--- src/rtl/axi_write_arbiter_if.sv ---
`default_nettype none
// ============================================================================
// Module   : axi_write_arbiter_if
// Brief    : AW/W bundle between NB_SLAVE requesters and one master write path.
// Revision : 1.0
// ============================================================================
interface axi_write_arbiter_if #(
    parameter int NB_SLAVE = 4,
    parameter int AW_WIDTH = 64,
    parameter int W_WIDTH  = 40
);
    localparam int SRC_W = $clog2(NB_SLAVE);

    logic [NB_SLAVE-1:0]          slave_aw_valid_i;
    logic [NB_SLAVE*AW_WIDTH-1:0] slave_aw_data_i;
    logic [NB_SLAVE-1:0]          slave_aw_ready_o;
    logic                         master_aw_valid_o;
    logic [AW_WIDTH-1:0]          master_aw_data_o;
    logic [SRC_W-1:0]             master_aw_src_o;
    logic                         master_aw_ready_i;

    logic [NB_SLAVE-1:0]          slave_w_valid_i;
    logic [NB_SLAVE*W_WIDTH-1:0]  slave_w_data_i;
    logic [NB_SLAVE-1:0]          slave_w_last_i;
    logic [NB_SLAVE-1:0]          slave_w_ready_o;
    logic                         master_w_valid_o;
    logic [W_WIDTH-1:0]           master_w_data_o;
    logic                         master_w_last_o;
    logic                         master_w_ready_i;

    // master: the arbiter, which drives the shared downstream write path
    modport master (
        input  slave_aw_valid_i, slave_aw_data_i, master_aw_ready_i,
        input  slave_w_valid_i, slave_w_data_i, slave_w_last_i, master_w_ready_i,
        output slave_aw_ready_o, master_aw_valid_o, master_aw_data_o, master_aw_src_o,
        output slave_w_ready_o, master_w_valid_o, master_w_data_o, master_w_last_o
    );

    modport slave (
        output slave_aw_valid_i, slave_aw_data_i, master_aw_ready_i,
        output slave_w_valid_i, slave_w_data_i, slave_w_last_i, master_w_ready_i,
        input  slave_aw_ready_o, master_aw_valid_o, master_aw_data_o, master_aw_src_o,
        input  slave_w_ready_o, master_w_valid_o, master_w_data_o, master_w_last_o
    );
endinterface
`default_nettype wire

--- src/rtl/axi_write_arbiter.sv ---
`default_nettype none
// ============================================================================
// Module   : axi_write_arbiter
// Brief    : Round-robin AW arbiter with in-order W routing via a grant FIFO.
// Revision : 1.0
// ============================================================================
module axi_write_arbiter #(
    parameter int NB_SLAVE   = 4,
    parameter int AW_WIDTH   = 64,
    parameter int W_WIDTH    = 40,
    parameter int FIFO_DEPTH = 4
) (
    input  logic                          clk,
    input  logic                          rst_n,
    axi_write_arbiter_if.master           bus,
    output logic [$clog2(FIFO_DEPTH):0]   outstanding_o
);
    localparam int IDX_W = $clog2(NB_SLAVE);
    localparam int PTR_W = $clog2(FIFO_DEPTH);

    typedef enum logic [0:0] {
        ST_OPEN   = 1'b0,
        ST_LOCKED = 1'b1
    } lock_state_t;

    lock_state_t      r_state, w_state_nxt;
    logic [IDX_W-1:0] r_rr_ptr, r_lock_idx, w_grant_idx, w_head;
    logic             w_grant_valid, w_aw_hs, w_pop, w_full, w_empty, w_head_valid;
    logic [IDX_W-1:0] r_fifo [FIFO_DEPTH];
    logic [PTR_W:0]   r_wr_ptr, r_rd_ptr, r_outstanding;

    assign w_empty = (r_wr_ptr == r_rd_ptr);
    assign w_full  = (r_wr_ptr[PTR_W] != r_rd_ptr[PTR_W]) &&
                     (r_wr_ptr[PTR_W-1:0] == r_rd_ptr[PTR_W-1:0]);

    // Reverse scan so the requester closest to r_rr_ptr is assigned last and wins.
    always_comb begin
        w_grant_valid = 1'b0;
        w_grant_idx   = r_rr_ptr;
        if (rst_n && !w_full) begin
            if (r_state == ST_LOCKED) begin
                w_grant_valid = 1'b1;
                w_grant_idx   = r_lock_idx;
            end else begin
                for (int i = NB_SLAVE - 1; i >= 0; i--) begin
                    if (bus.slave_aw_valid_i[IDX_W'((int'(r_rr_ptr) + i) % NB_SLAVE)]) begin
                        w_grant_valid = 1'b1;
                        w_grant_idx   = IDX_W'((int'(r_rr_ptr) + i) % NB_SLAVE);
                    end
                end
            end
        end
    end

    assign w_aw_hs               = w_grant_valid && bus.master_aw_ready_i;
    assign bus.master_aw_valid_o = w_grant_valid;
    assign bus.master_aw_src_o   = w_grant_valid ? w_grant_idx : '0;
    assign bus.master_aw_data_o  = w_grant_valid ?
                                   bus.slave_aw_data_i[w_grant_idx*AW_WIDTH +: AW_WIDTH] : '0;

    always_comb begin
        bus.slave_aw_ready_o = '0;
        if (w_grant_valid) begin
            bus.slave_aw_ready_o[w_grant_idx] = bus.master_aw_ready_i;
        end
    end

    always_comb begin
        w_state_nxt = r_state;
        case (r_state)
            ST_OPEN:   if (w_grant_valid && !bus.master_aw_ready_i) w_state_nxt = ST_LOCKED;
            ST_LOCKED: if (w_aw_hs) w_state_nxt = ST_OPEN;
            default:   w_state_nxt = ST_OPEN;
        endcase
    end

    always_ff @(posedge clk or negedge rst_n) begin
        if (!rst_n) begin
            r_state    <= ST_OPEN;
            r_lock_idx <= '0;
        end else begin
            r_state <= w_state_nxt;
            if (r_state == ST_OPEN && w_state_nxt == ST_LOCKED) begin
                r_lock_idx <= w_grant_idx;
            end
        end
    end

    // W channel follows the oldest granted burst only
    assign w_head                = r_fifo[r_rd_ptr[PTR_W-1:0]];
    assign w_head_valid          = !w_empty && bus.slave_w_valid_i[w_head];
    assign bus.master_w_valid_o  = w_head_valid;
    assign bus.master_w_data_o   = w_empty ? '0 : bus.slave_w_data_i[w_head*W_WIDTH +: W_WIDTH];
    assign bus.master_w_last_o   = !w_empty && bus.slave_w_last_i[w_head];
    assign w_pop                 = w_head_valid && bus.master_w_ready_i && bus.slave_w_last_i[w_head];

    always_comb begin
        bus.slave_w_ready_o = '0;
        if (!w_empty) begin
            bus.slave_w_ready_o[w_head] = bus.master_w_ready_i;
        end
    end

    always_ff @(posedge clk) begin
        if (w_aw_hs) begin
            r_fifo[r_wr_ptr[PTR_W-1:0]] <= w_grant_idx;
        end
    end

    always_ff @(posedge clk or negedge rst_n) begin
        if (!rst_n) begin
            r_rr_ptr      <= '0;
            r_wr_ptr      <= '0;
            r_rd_ptr      <= '0;
            r_outstanding <= '0;
        end else begin
            if (w_aw_hs) begin
                r_rr_ptr <= (w_grant_idx == IDX_W'(NB_SLAVE - 1)) ? '0 : w_grant_idx + 1'b1;
                r_wr_ptr <= r_wr_ptr + 1'b1;
            end
            if (w_pop) begin
                r_rd_ptr <= r_rd_ptr + 1'b1;
            end
            case ({w_aw_hs, w_pop})
                2'b10:   r_outstanding <= r_outstanding + 1'b1;
                2'b01:   r_outstanding <= r_outstanding - 1'b1;
                default: r_outstanding <= r_outstanding;
            endcase
        end
    end

    assign outstanding_o = r_outstanding;

    a_aw_stable: assert property (@(posedge clk) disable iff (!rst_n)
        (bus.master_aw_valid_o && !bus.master_aw_ready_i) |=>
        (bus.master_aw_valid_o && $stable(bus.master_aw_data_o) && $stable(bus.master_aw_src_o)));
    a_w_stable: assert property (@(posedge clk) disable iff (!rst_n)
        (bus.master_w_valid_o && !bus.master_w_ready_i) |=>
        ($stable(bus.master_w_data_o) && $stable(bus.master_w_last_o)));
    a_aw_onehot: assert property (@(posedge clk) disable iff (!rst_n) $onehot0(bus.slave_aw_ready_o));
    a_w_onehot:  assert property (@(posedge clk) disable iff (!rst_n) $onehot0(bus.slave_w_ready_o));
endmodule
`default_nettype wire

--- src/flat_wrapper.sv ---
// flat-port wrapper written by rule: the top's interface ports become plain ports
module axi_write_arbiter_flat 
#(
    parameter int NB_SLAVE   = 4,
    parameter int AW_WIDTH   = 64,
    parameter int W_WIDTH    = 40,
    parameter int FIFO_DEPTH = 4
)
  (clk, rst_n, outstanding_o, bus_slave_aw_valid_i, bus_slave_aw_data_i, bus_master_aw_ready_i, bus_slave_w_valid_i, bus_slave_w_data_i, bus_slave_w_last_i, bus_master_w_ready_i, bus_slave_aw_ready_o, bus_master_aw_valid_o, bus_master_aw_data_o, bus_master_aw_src_o, bus_slave_w_ready_o, bus_master_w_valid_o, bus_master_w_data_o, bus_master_w_last_o);
  axi_write_arbiter_if #(.NB_SLAVE(NB_SLAVE), .AW_WIDTH(AW_WIDTH), .W_WIDTH(W_WIDTH)) bus_i ();
  input  logic clk;
  input  logic rst_n;
  output logic [$clog2(FIFO_DEPTH):0] outstanding_o;
  input wire logic [$bits(bus_i.slave_aw_valid_i)-1:0] bus_slave_aw_valid_i;
  input wire logic [$bits(bus_i.slave_aw_data_i)-1:0] bus_slave_aw_data_i;
  input wire logic [$bits(bus_i.master_aw_ready_i)-1:0] bus_master_aw_ready_i;
  input wire logic [$bits(bus_i.slave_w_valid_i)-1:0] bus_slave_w_valid_i;
  input wire logic [$bits(bus_i.slave_w_data_i)-1:0] bus_slave_w_data_i;
  input wire logic [$bits(bus_i.slave_w_last_i)-1:0] bus_slave_w_last_i;
  input wire logic [$bits(bus_i.master_w_ready_i)-1:0] bus_master_w_ready_i;
  output wire logic [$bits(bus_i.slave_aw_ready_o)-1:0] bus_slave_aw_ready_o;
  output wire logic [$bits(bus_i.master_aw_valid_o)-1:0] bus_master_aw_valid_o;
  output wire logic [$bits(bus_i.master_aw_data_o)-1:0] bus_master_aw_data_o;
  output wire logic [$bits(bus_i.master_aw_src_o)-1:0] bus_master_aw_src_o;
  output wire logic [$bits(bus_i.slave_w_ready_o)-1:0] bus_slave_w_ready_o;
  output wire logic [$bits(bus_i.master_w_valid_o)-1:0] bus_master_w_valid_o;
  output wire logic [$bits(bus_i.master_w_data_o)-1:0] bus_master_w_data_o;
  output wire logic [$bits(bus_i.master_w_last_o)-1:0] bus_master_w_last_o;
  assign bus_i.slave_aw_valid_i = bus_slave_aw_valid_i;
  assign bus_i.slave_aw_data_i = bus_slave_aw_data_i;
  assign bus_i.master_aw_ready_i = bus_master_aw_ready_i;
  assign bus_i.slave_w_valid_i = bus_slave_w_valid_i;
  assign bus_i.slave_w_data_i = bus_slave_w_data_i;
  assign bus_i.slave_w_last_i = bus_slave_w_last_i;
  assign bus_i.master_w_ready_i = bus_master_w_ready_i;
  assign bus_slave_aw_ready_o = bus_i.slave_aw_ready_o;
  assign bus_master_aw_valid_o = bus_i.master_aw_valid_o;
  assign bus_master_aw_data_o = bus_i.master_aw_data_o;
  assign bus_master_aw_src_o = bus_i.master_aw_src_o;
  assign bus_slave_w_ready_o = bus_i.slave_w_ready_o;
  assign bus_master_w_valid_o = bus_i.master_w_valid_o;
  assign bus_master_w_data_o = bus_i.master_w_data_o;
  assign bus_master_w_last_o = bus_i.master_w_last_o;
  axi_write_arbiter #(.NB_SLAVE(NB_SLAVE), .AW_WIDTH(AW_WIDTH), .W_WIDTH(W_WIDTH), .FIFO_DEPTH(FIFO_DEPTH)) u_core (.clk(clk), .rst_n(rst_n), .bus(bus_i), .outstanding_o(outstanding_o));
endmodule
--- config.mk ---
export PLATFORM = sky130hd
export DESIGN_NAME = axi_write_arbiter_flat
export DESIGN_NICKNAME = d
export VERILOG_FILES = /design/src/rtl/axi_write_arbiter_if.sv /design/src/rtl/axi_write_arbiter.sv /design/src/flat_wrapper.sv
export SDC_FILE = /design/constraint.sdc
export NUM_CORES = 1
export LEC_CHECK = 0
export ABC_AREA = 1
export BUFFER_PORTS_ARGS = -buffer_cell sky130_fd_sc_hd__clkbuf_2
export CAP_MARGIN = 30
export CORE_AREA = 2 2 214 216
export DETAILED_ROUTE_END_ITERATION = 8
export DIE_AREA = 0 0 216 218
export GPL_TIMING_DRIVEN = 0
export PLACE_DENSITY = 0.43
export SLEW_MARGIN = 10
export SYNTH_ARGS = -nofsm -noshare
export SYNTH_HDL_FRONTEND = slang
export SYNTH_SLANG_ARGS = --single-unit
--- constraint.sdc ---
create_clock -name clk -period 4.25 [get_ports clk]
set_input_delay 0.425 -clock clk [delete_from_list [all_inputs] [get_ports clk]]
set_output_delay 0.425 -clock clk [all_outputs]
set_load 0.01 [all_outputs]
**Word level (Yosys, flattened, before mapping)**

Memory sizes are Yosys's and may differ from the RTL's.
Index checks and enable logic that the tools add are counted.
Widths: inputs -> output; s select.

- Bits in registers: 14
- RAM bits: 8
- Input bits: 432
- Output and inout port bits: 120
- Logic and storage cells: 94
- Memories: 1

Memory list:

| name | depth | bits a word | rd ports | clocked after memory_dff | write ports | line | text |
|---|---|---|---|---|---|---|---|
| u_core.r_fifo | 4 | 2 | 1 | 0 | 1 | axi_write_arbiter.sv:29 | `logic [IDX_W-1:0] r_fifo [FIFO_DEPTH];` |

- Add/subtract/negate cells: 8
- Multipliers: 1
- Magnitude comparators: 8
- Equality and inequality tests: 6
- Shift operators: 2
- Muxes and demuxes: 44
- Bitwise operators: 3
- Reductions and logical operators: 15

Operators with widths:

| cell | number |
|---|---|
| $shiftx 256x9->64 | 1 |
| $shiftx 160x9->40 | 1 |
| $mux 64 | 1 |
| $mux 40 | 1 |
| $mux 1 | 22 |
| $lt 2x4->1 const B | 4 |
| $mux 2 | 8 |
| $bmux 1 s2 | 6 |
| $logic_and 1x1->1 | 11 |
| $add 3x1->3 const B | 3 |
| $and 4x4->4 | 2 |
| $mux 4 | 2 |
| $lt 2x3->1 const B | 2 |
| $pmux 3 s2 | 1 |
| $mul 2x3->5 const B | 1 |
| $add 2x1->2 const B | 2 |
| $add 2x2->2 const B | 2 |
| $demux 1 s2 | 2 |
| $eq 2x2->1 const B | 2 |
| $ge 2x1->1 const B | 2 |
| $eq 3x3->1 | 1 |
| $logic_not 1->1 | 3 |
| $sub 3x1->3 const B | 1 |
| $eq 2x1->1 const B | 1 |
| 5 further kinds | 5 |

**Logic depth before layout (Yosys ltp)**

Gate-level depths: netlist (run 1).

- Depth in word-level cells: 16
- Mapped depth: 18
- Mapped depth without buffers: 18

**Worst setup path after synthesis (run 1)**

OpenSTA, ideal clock, no wires.

- Path type: register to register
- Start: register u_core.r_rd_ptr[0]
- End: register u_core.r_outstanding[2] (netlist: u_core.outstanding_o[2])
- Library setup time: 0.124 ns
- Data arrival time: 2.398 ns
- Data required time: 4.126 ns
- Setup slack: 1.727 ns
- Stages on the path, launching flop included: 18
- Path buffers: 0
- Clock period less this slack: 2.523 ns
- Cells stage by stage: dfrtp_1 nor2_1 nor2_1 o21ai_1 nand2_1 inv_1 nor2_1 inv_1 o221ai_1 nor2_1 nand2_1 inv_1 ha_1 inv_1 fa_1 a21oi_1 o21ai_0 xnor2_1

- Longest elaborated chain between the ends: 8
- Elaborated cells between the ends (all ways): 20
- Classes of those cells: eq/ne (4); mux (6); reduce/logical (9); memory (1)

Ends and longest elaborated chain:

| item | line | text |
|---|---|---|
| start, declared | axi_write_arbiter.sv:30 | `logic [PTR_W:0] r_wr_ptr, r_rd_ptr, r_outstanding;` |
| start signal, assigned | axi_write_arbiter.sv:122 | `r_rd_ptr <= r_rd_ptr + 1'b1;` |
| $mem_v2 4x2 | n/a |  |
| $bmux 1 s2 | axi_write_arbiter.sv:91 | `assign w_head_valid = !w_empty && bus.slave_w_valid_i[w_head];` |
| $mux 1 (not written as such) | axi_write_arbiter.sv:91 |  |
| $logic_and 1x1->1 * | axi_write_arbiter.sv:91 |  |
| named net bus_master_w_valid_o | flat_wrapper.sv:26 | `output wire logic [$bits(bus_i.master_w_valid_o)-1:0] bus_master_w_valid_o;` |
| $logic_and 1x1->1 * (2 in series) | axi_write_arbiter.sv:95 | `assign w_pop = w_head_valid && bus.master_w_ready_i && bus.slave_w_last_i[w_head];` |
| named net u_core.w_pop | axi_write_arbiter.sv:28 | `logic w_grant_valid, w_aw_hs, w_pop, w_full, w_empty, w_head_valid;` |
| $eq 2x1->1 or $eq 2x2->1 (tied branches) | axi_write_arbiter.sv:124 | `case ({w_aw_hs, w_pop})` |
| $pmux 3 s2 or $reduce_bool 2->1 (tied branches) | n/a |  |
| end signal, assigned | axi_write_arbiter.sv:125 | `2'b10: r_outstanding <= r_outstanding + 1'b1;` |
| end signal, assigned | axi_write_arbiter.sv:126 | `2'b01: r_outstanding <= r_outstanding - 1'b1;` |
| end signal, assigned | axi_write_arbiter.sv:127 | `default: r_outstanding <= r_outstanding;` |
| end, declared | axi_write_arbiter.sv:30 |  |

Mark *: on every way through the listed nets, which the timed path passes. The rest lies on a longest branch. The select of a mux whose other input is x is not followed.
A chain may end at the register's enable or synchronous reset.

**Final worst setup path (run 1)**

- Start: register u_core.r_rd_ptr[0]
- End: output port bus_master_aw_data_o[58]

- Longest elaborated chain between the ends: 7
- Elaborated cells between the ends (all ways): 8
- Classes of those cells: eq/ne (1); shift (1); mux (3); reduce/logical (3)

Ends and longest elaborated chain:

| item | line | text |
|---|---|---|
| $eq 2x2->1 * | axi_write_arbiter.sv:34 | `(r_wr_ptr[PTR_W-1:0] == r_rd_ptr[PTR_W-1:0]);` |
| $logic_and 1x1->1 * | axi_write_arbiter.sv:33 | `assign w_full = (r_wr_ptr[PTR_W] != r_rd_ptr[PTR_W]) &&` |
| $logic_not 1->1 * | axi_write_arbiter.sv:40 | `if (rst_n && !w_full) begin` |
| $logic_and 1x1->1 * | axi_write_arbiter.sv:40 |  |
| $mux 2 | axi_write_arbiter.sv:40 |  |
| $shiftx 256x9->64 | axi_write_arbiter.sv:59 | `bus.slave_aw_data_i[w_grant_idx*AW_WIDTH +: AW_WIDTH] : '0;` |
| $mux 64 * | axi_write_arbiter.sv:58 | `assign bus.master_aw_data_o = w_grant_valid ?` |
| end, declared | flat_wrapper.sv:23 | `output wire logic [$bits(bus_i.master_aw_data_o)-1:0] bus_master_aw_data_o;` |

Mark *: on every way between the ends. The rest lies on a longest branch, timed or not.

==> flow_summary.json, run 1 <==
{
  "syn_inst": 1043,
  "cts_buffers": 3,
  "h-tree-depth": 1,
  "die_y_um": 218,
  "crit_fanout": 10,
  "die_w_um": 216,
  "grtUsageMet1": 0.169,
  "yosys_warnings": 0,
  "syn_nets": 1483,
  "drt_iter0_drc": 469,
  "grt-busiest-layer": "met2",
  "timing_worst_slew_pin_value_ns": 0.931,
  "p_total_mw": 7.70,
  "gp_congestion": 0.927,
  "power.density_nw_per_um2": 848,
  "clock_sinks": 22,
  "pwr-share-clk": 0.035,
  "clk_latency_ns": 0.26,
  "grt_pass1_wl_mm": 57.8,
  "syn_area_per_cell_um2": 5.23,
  "switchingPower_mw": 4.82,
  "synthArstFlopShare": 0.636,
  "dr.pass1.iters": 5,
  "root_buffer": "clkbuf_16",
  "ant_nets": 0,
  "worst_setup_path_end_kind": "output port",
  "clk_pin_slew_ns": 0.06,
  "num_vias": 9286,
  "required_ns": 3.83,
  "post_cts_buffers": 0,
  "first_global_vias": 9272,
  "syn-cell-area_um2": 5450,
  "grt_max_degree": 16,
  "antenna_found_initial": 8,
  "tritoncts": "yes",
  "ys_types": 31,
  "crit_arrival_ns": 3.51,
  "coreArea_um2": 44900,
  "p_int_mw": 2.87,
  "slew_headroom": 0.380,
  "initial_core_util": 0.121,
  "dieArea_um2": 47100,
  "critical_path_class": "reg2out",
  "drc": 0,
  "worstHoldPathType": "in2async",
  "grt_setup_unrepaired": "no",
  "drt_wl_total_mm": 41.5,
  "min_period_over_period": 0.926,
  "cts_hold_buf": 0,
  "routedWlPerCell_um": 18.8,
  "syn_to_final_growth_pct": 66.5,
  "p_seq_frac": 0.053,
  "crit_path_start_kind": "flip-flop",
  "cts_resized": 0,
  "tns_ns": 0,
  "post-dp-hpwl_mm": 36.1,
  "timing.final.crit_period_ns": 3.94,
  "grt.total_usage": 0.164,
  "setup_violations": 0,
  "final_common_cell": "clkbuf_2",
  "timing.hold.ws_ns": 0.101,
  "synthFlopType": "dfrtp_1",
  "io_buffers": 551,
  "grtUsageMet2": 0.333,
  "mostFrequentLayoutCells": "clkbuf_2, nand2_1, nand3_1, inv_1, a21oi_1",
  "ios": 552,
  "skew_ns": 0.00185,
  "outcome": "completed",
  "peakVddDrop_mv": 0.397,
  "cts_buffer_depth": 2,
  "viasPerCell": 4.22,
  "drv_slew": 0,
  "synth_edf_count": 8,
  "fin_nets": 2039,
  "drive_gt1_frac": 0.382,
  "postLayoutCellArea_um2": 9080,
  "hold_violations": 0,
  "swShare": 0.627,
  "grt_overflow": 0,
  "use_met3": 0.0262,
  "maxCapViolations": 0,
  "rows": 78,
  "post_dp_cell_area_um2": 8960,
  "combinationalPowerShare": 0.913,
  "seq_area_frac_synth": 0.108,
  "total_leakage_power_nw": 5.41,
  "ys_seq_elements": 22,
  "max_freq_mhz": 254
}
[cells by family (layout without fill, tap and decap cells)]
| group | count (synthesis) | after routing | share of synthesized area |
|---|---|---|---|
| AOI/OAI and AO/OA | 211 | 211 | 0.235 |
| xor gates and xnor gates | 8 | 8 | 0.0129 |
| and+or+nand+nor | 544 | 544 | 0.427 |
| other | 0 | 5 | 0 |
| adders and majority gates | 8 | 8 | 0.0197 |
| DFF | 22 | 22 | 0.108 |
| buffers and inverters | 250 | 805 | 0.198 |
[path summary, 6_finish.rpt]
check,slack [ns],to,from,depth (start not counted)
worst max-delay path,0.31,bus_master_aw_data_o[58],u_core.r_rd_ptr[0],13
worst min-delay path,0.10,u_core.outstanding_o[0],rst_n,1
worst max register to register,1.00,u_core.outstanding_o[1],u_core.r_rd_ptr[0],15
worst min register to register,0.48,u_core.outstanding_o[2],u_core.outstanding_o[2],1
max in group asynchronous,3.84,u_core.r_rd_ptr[0],rst_n,1
min in group clk,0.48,u_core.outstanding_o[2],u_core.outstanding_o[2],1
[flip-flops by register name, summed over array words and instances (netlist names)]
register              cells
u_core.r_lock_idx         2
u_core.r_rd_ptr           3
u_core.r_fifo             8
u_core.r_wr_ptr           3
u_core.r_state            1
u_core.outstanding_o      3
u_core.r_rr_ptr           2
[metrics by stage]
step | util | cells | setup slack [ns]
after floorplan | - | 1043 | 1.73
after global placement | 0.200 | 2194 | 0.612
after detailed placement | 0.200 | 2194 | 0.616
after CTS | 0.202 | 2198 | 0.324
after global routing | 0.202 | 2202 | 0.0633
final | 0.202 | 2203 | 0.313
[cell type report]
cell class                 count  area, um^2
fill                        5351       35800
buffer                        85         459
clock inverter                 1        30.0
tap                          600         751
multi-input combinational    771        3780
clock buffer                   3        75.1
sequential                    22         591
inverter                     165         619
antenna                        5        12.5
timing repair buffer         551        2760
[synth_stat cells, drive strengths merged (5+ instances only)]
cell | n | area share
ha | 7 | 0.016
inv | 164 | 0.11
buf | 48 | 0.059
xnor2 | 5 | 0.0080
dfrtp | 14 | 0.064
edfxtp | 8 | 0.044
a22oi | 80 | 0.11
a21oi | 110 | 0.10
nor2 | 24 | 0.018
clkbuf | 37 | 0.025
nand2 | 310 | 0.21
o21ai | 17 | 0.016
nand3 | 202 | 0.19
[worst max-delay path, stage by stage, from the launching register on]
cell	delay [ns]
dfrtp_1	0.49
inv_2	0.15
nand2_1	0.06
nand4_1	0.10
or2_1	0.14
nand2_2	0.09
nand2_1	0.16
clkbuf_1	0.67
clkbuf_1	0.50
nand3_1	0.30
nand2_1	0.20
nand2_1	0.07
a21oi_1	0.13
clkbuf_2	0.17
[power by group through the flow]
| stage | Sequential (mW) | Clock [mW] | Combinational, mW |
|---|---|---|---|
| final | 0.404 | 0.268 | 7.02 |
| after detailed placement | 0.407 | 0 | 7.11 |
| after global placement | 0.405 | 0 | 7.12 |
| after global routing | 0.417 | 0.280 | 7.75 |
| after CTS | 0.404 | 0.272 | 7.13 |
| after floorplan | 0.391 | 0 | 4.23 |
[layer usage]
metal  part of all wire  wire length [um]  up-vias
met5            0.00077                32        -
met4              0.035              1460        4
met3              0.065              2700       57
met2               0.54             22300      445
met1               0.36             15000     4255
li1                   -                 -     4525
(Power assumes the default switching activity.)
==> run 2: changes to the inputs <==
--- a/config.mk
+++ b/config.mk
@@ -13,6 +13,7 @@
 export DIE_AREA = 0 0 216 218
 export GPL_TIMING_DRIVEN = 0
 export PLACE_DENSITY = 0.43
+export RECOVER_POWER = 25
 export SLEW_MARGIN = 10
 export SYNTH_ARGS = -nofsm -noshare
 export SYNTH_HDL_FRONTEND = slang
==> flow_summary.json, run 2 (same netlist as run 1, synthesis figures left out) <==
{
  "outcome": "completed",
  "clk_pin_slew_ns": 0.06,
  "viasPerCell": 4.21,
  "hold_violations": 0,
  "cts_hold_buf": 0,
  "clock_sinks": 22,
  "min_period_over_period": 0.915,
  "cts_resized": 0,
  "grt_overflow": 0,
  "grt_max_degree": 16,
  "required_ns": 3.83,
  "timing_worst_slew_pin_value_ns": 0.937,
  "io_buffers": 551,
  "crit_arrival_ns": 3.46,
  "maxCapViolations": 0,
  "initial_core_util": 0.121,
  "worst_setup_path_end_kind": "output port",
  "cts_buffers": 3,
  "fin_nets": 2039,
  "power.density_nw_per_um2": 847,
  "gp_congestion": 0.927,
  "drive_gt1_frac": 0.377,
  "crit_fanout": 10,
  "drc": 0,
  "setup_violations": 0,
  "grt_pass1_wl_mm": 57.8,
  "first_global_vias": 9272,
  "ios": 552,
  "critPathSlowestCell": "clkbuf_1",
  "post_cts_buffers": 0,
  "dr.pass1.iters": 5,
  "grt_setup_unrepaired": "no",
  "path_cells": "inv_2 > nand2_1 > nand4_1 > or2_1 > nand2_2 > nand2_1 > clkbuf_1 > clkbuf_1 > nand3_1 > nand2_1 > nand2_1 > a21oi_1 > clkbuf_2",
  "grt-busiest-layer": "met2",
  "coreArea_um2": 44900,
  "routedWlPerCell_um": 18.8,
  "root_buffer": "clkbuf_16",
  "tritoncts": "yes",
  "cts_buffer_depth": 2,
  "antenna_found_initial": 8,
  "total_leakage_power_nw": 5.39,
  "worstHoldPathType": "in2async",
  "num_vias": 9270,
  "clk_latency_ns": 0.25,
  "grt.total_usage": 0.164,
  "preCtsSetupSlack_ns": 0.616,
  "slew_headroom": 0.375,
  "peakVddDrop_mv": 0.401,
  "die_y_um": 218,
  "worst_path_largest_cell_delay_ns": 0.67,
  "grtUsageMet1": 0.169,
  "rows": 78,
  "drv_slew": 0,
  "drt_iter0_drc": 454,
  "die_w_um": 216,
  "skew_ns": 0.00219,
  "largest_reg_flops": 8,
  "drt_wl_total_mm": 41.5,
  "crit_top_cell": "nand2_1",
  "grtUsageMet2": 0.333,
  "use_met3": 0.0262,
  "worst_slack_ns": 0.361,
  "fill_cells": 5354,
  "crit_path_start_kind": "flip-flop",
  "final_common_cell": "clkbuf_2",
  "dieArea_um2": 47100,
  "ant_nets": 0,
  "critical_path_class": "reg2out",
  "mostFrequentLayoutCells": "clkbuf_2, nand2_1, nand3_1, inv_1, a21oi_1",
  "timing.final.crit_period_ns": 3.89,
  "tns_ns": 0,
  "h-tree-depth": 1,
  "post-dp-hpwl_mm": 36.1,
  "syn_to_final_growth_pct": 66.1,
  "max_freq_mhz": 257
}
==> run 2: metrics by stage <==
stage / hold slack [ns] / std cells / area [um^2] / total power [mW] / util
after floorplan: 0.129 / 1043 / 5450 / 4.62 / -
after global placement: 0.378 / 2194 / 8960 / 7.53 / 0.200
after detailed placement: 0.381 / 2194 / 8960 / 7.52 / 0.200
after CTS: 0.108 / 2198 / 9060 / 7.81 / 0.202
after global routing: 0.127 / 2202 / 9050 / 8.42 / 0.202
final: 0.0976 / 2203 / 9060 / 7.67 / 0.202
==> run 2: final timing paths <==
kind | slack [ns] | start | to | depth (start not counted)
worst max-delay path | 0.36 | u_core.r_rd_ptr[0] | bus_master_aw_data_o[58] | 13
worst max register to register | 0.93 | u_core.r_rd_ptr[0] | u_core.outstanding_o[1] | 15
worst min-delay path | 0.1 | rst_n | u_core.outstanding_o[0] | 1
max in group asynchronous | 3.85 | rst_n | u_core.r_rd_ptr[0] | 1
worst min register to register | 0.48 | u_core.outstanding_o[2] | u_core.outstanding_o[2] | 1
min in group clk | 0.48 | u_core.outstanding_o[2] | u_core.outstanding_o[2] | 1
==> run 2: layout make-up <==
type                       instances  area, um^2  area share
clock inverter                     1        30.0     0.00332
clock buffer                       3        75.1     0.00829
timing repair buffer             551        2750       0.304
tap                              600         751      0.0829
buffer                            85         458      0.0506
antenna                            5        12.5     0.00138
sequential                        22         591      0.0652
multi-input combinational        771        3770       0.416
inverter                         165         619      0.0684
==> run 2: layer usage <==
| metal | vias to the layer above | wire, um |
|---|---|---|
| li1 | 4521 | - |
| met1 | 4236 | 15000 |
| met2 | 455 | 22300 |
| met3 | 54 | 2720 |
| met4 | 4 | 1460 |
| met5 | - | 32 |
==> run 2: critical path, delay by kind of cell (launching register included) <==
kind | cells | cell delay [ns]
buffers and inverters | 4 | 1.49
AOI/OAI and AO/OA | 1 | 0.13
DFF | 1 | 0.49
and+or+nand+nor | 8 | 1.06
==> run 2: power breakdown <==
part           internal (mW)  leakage (nW)  switching [mW]  total [mW]
sequential             0.321         0.241          0.0837       0.405
clock                  0.187        0.0511          0.0801       0.267
combinational           2.35          5.10            4.65        7.00
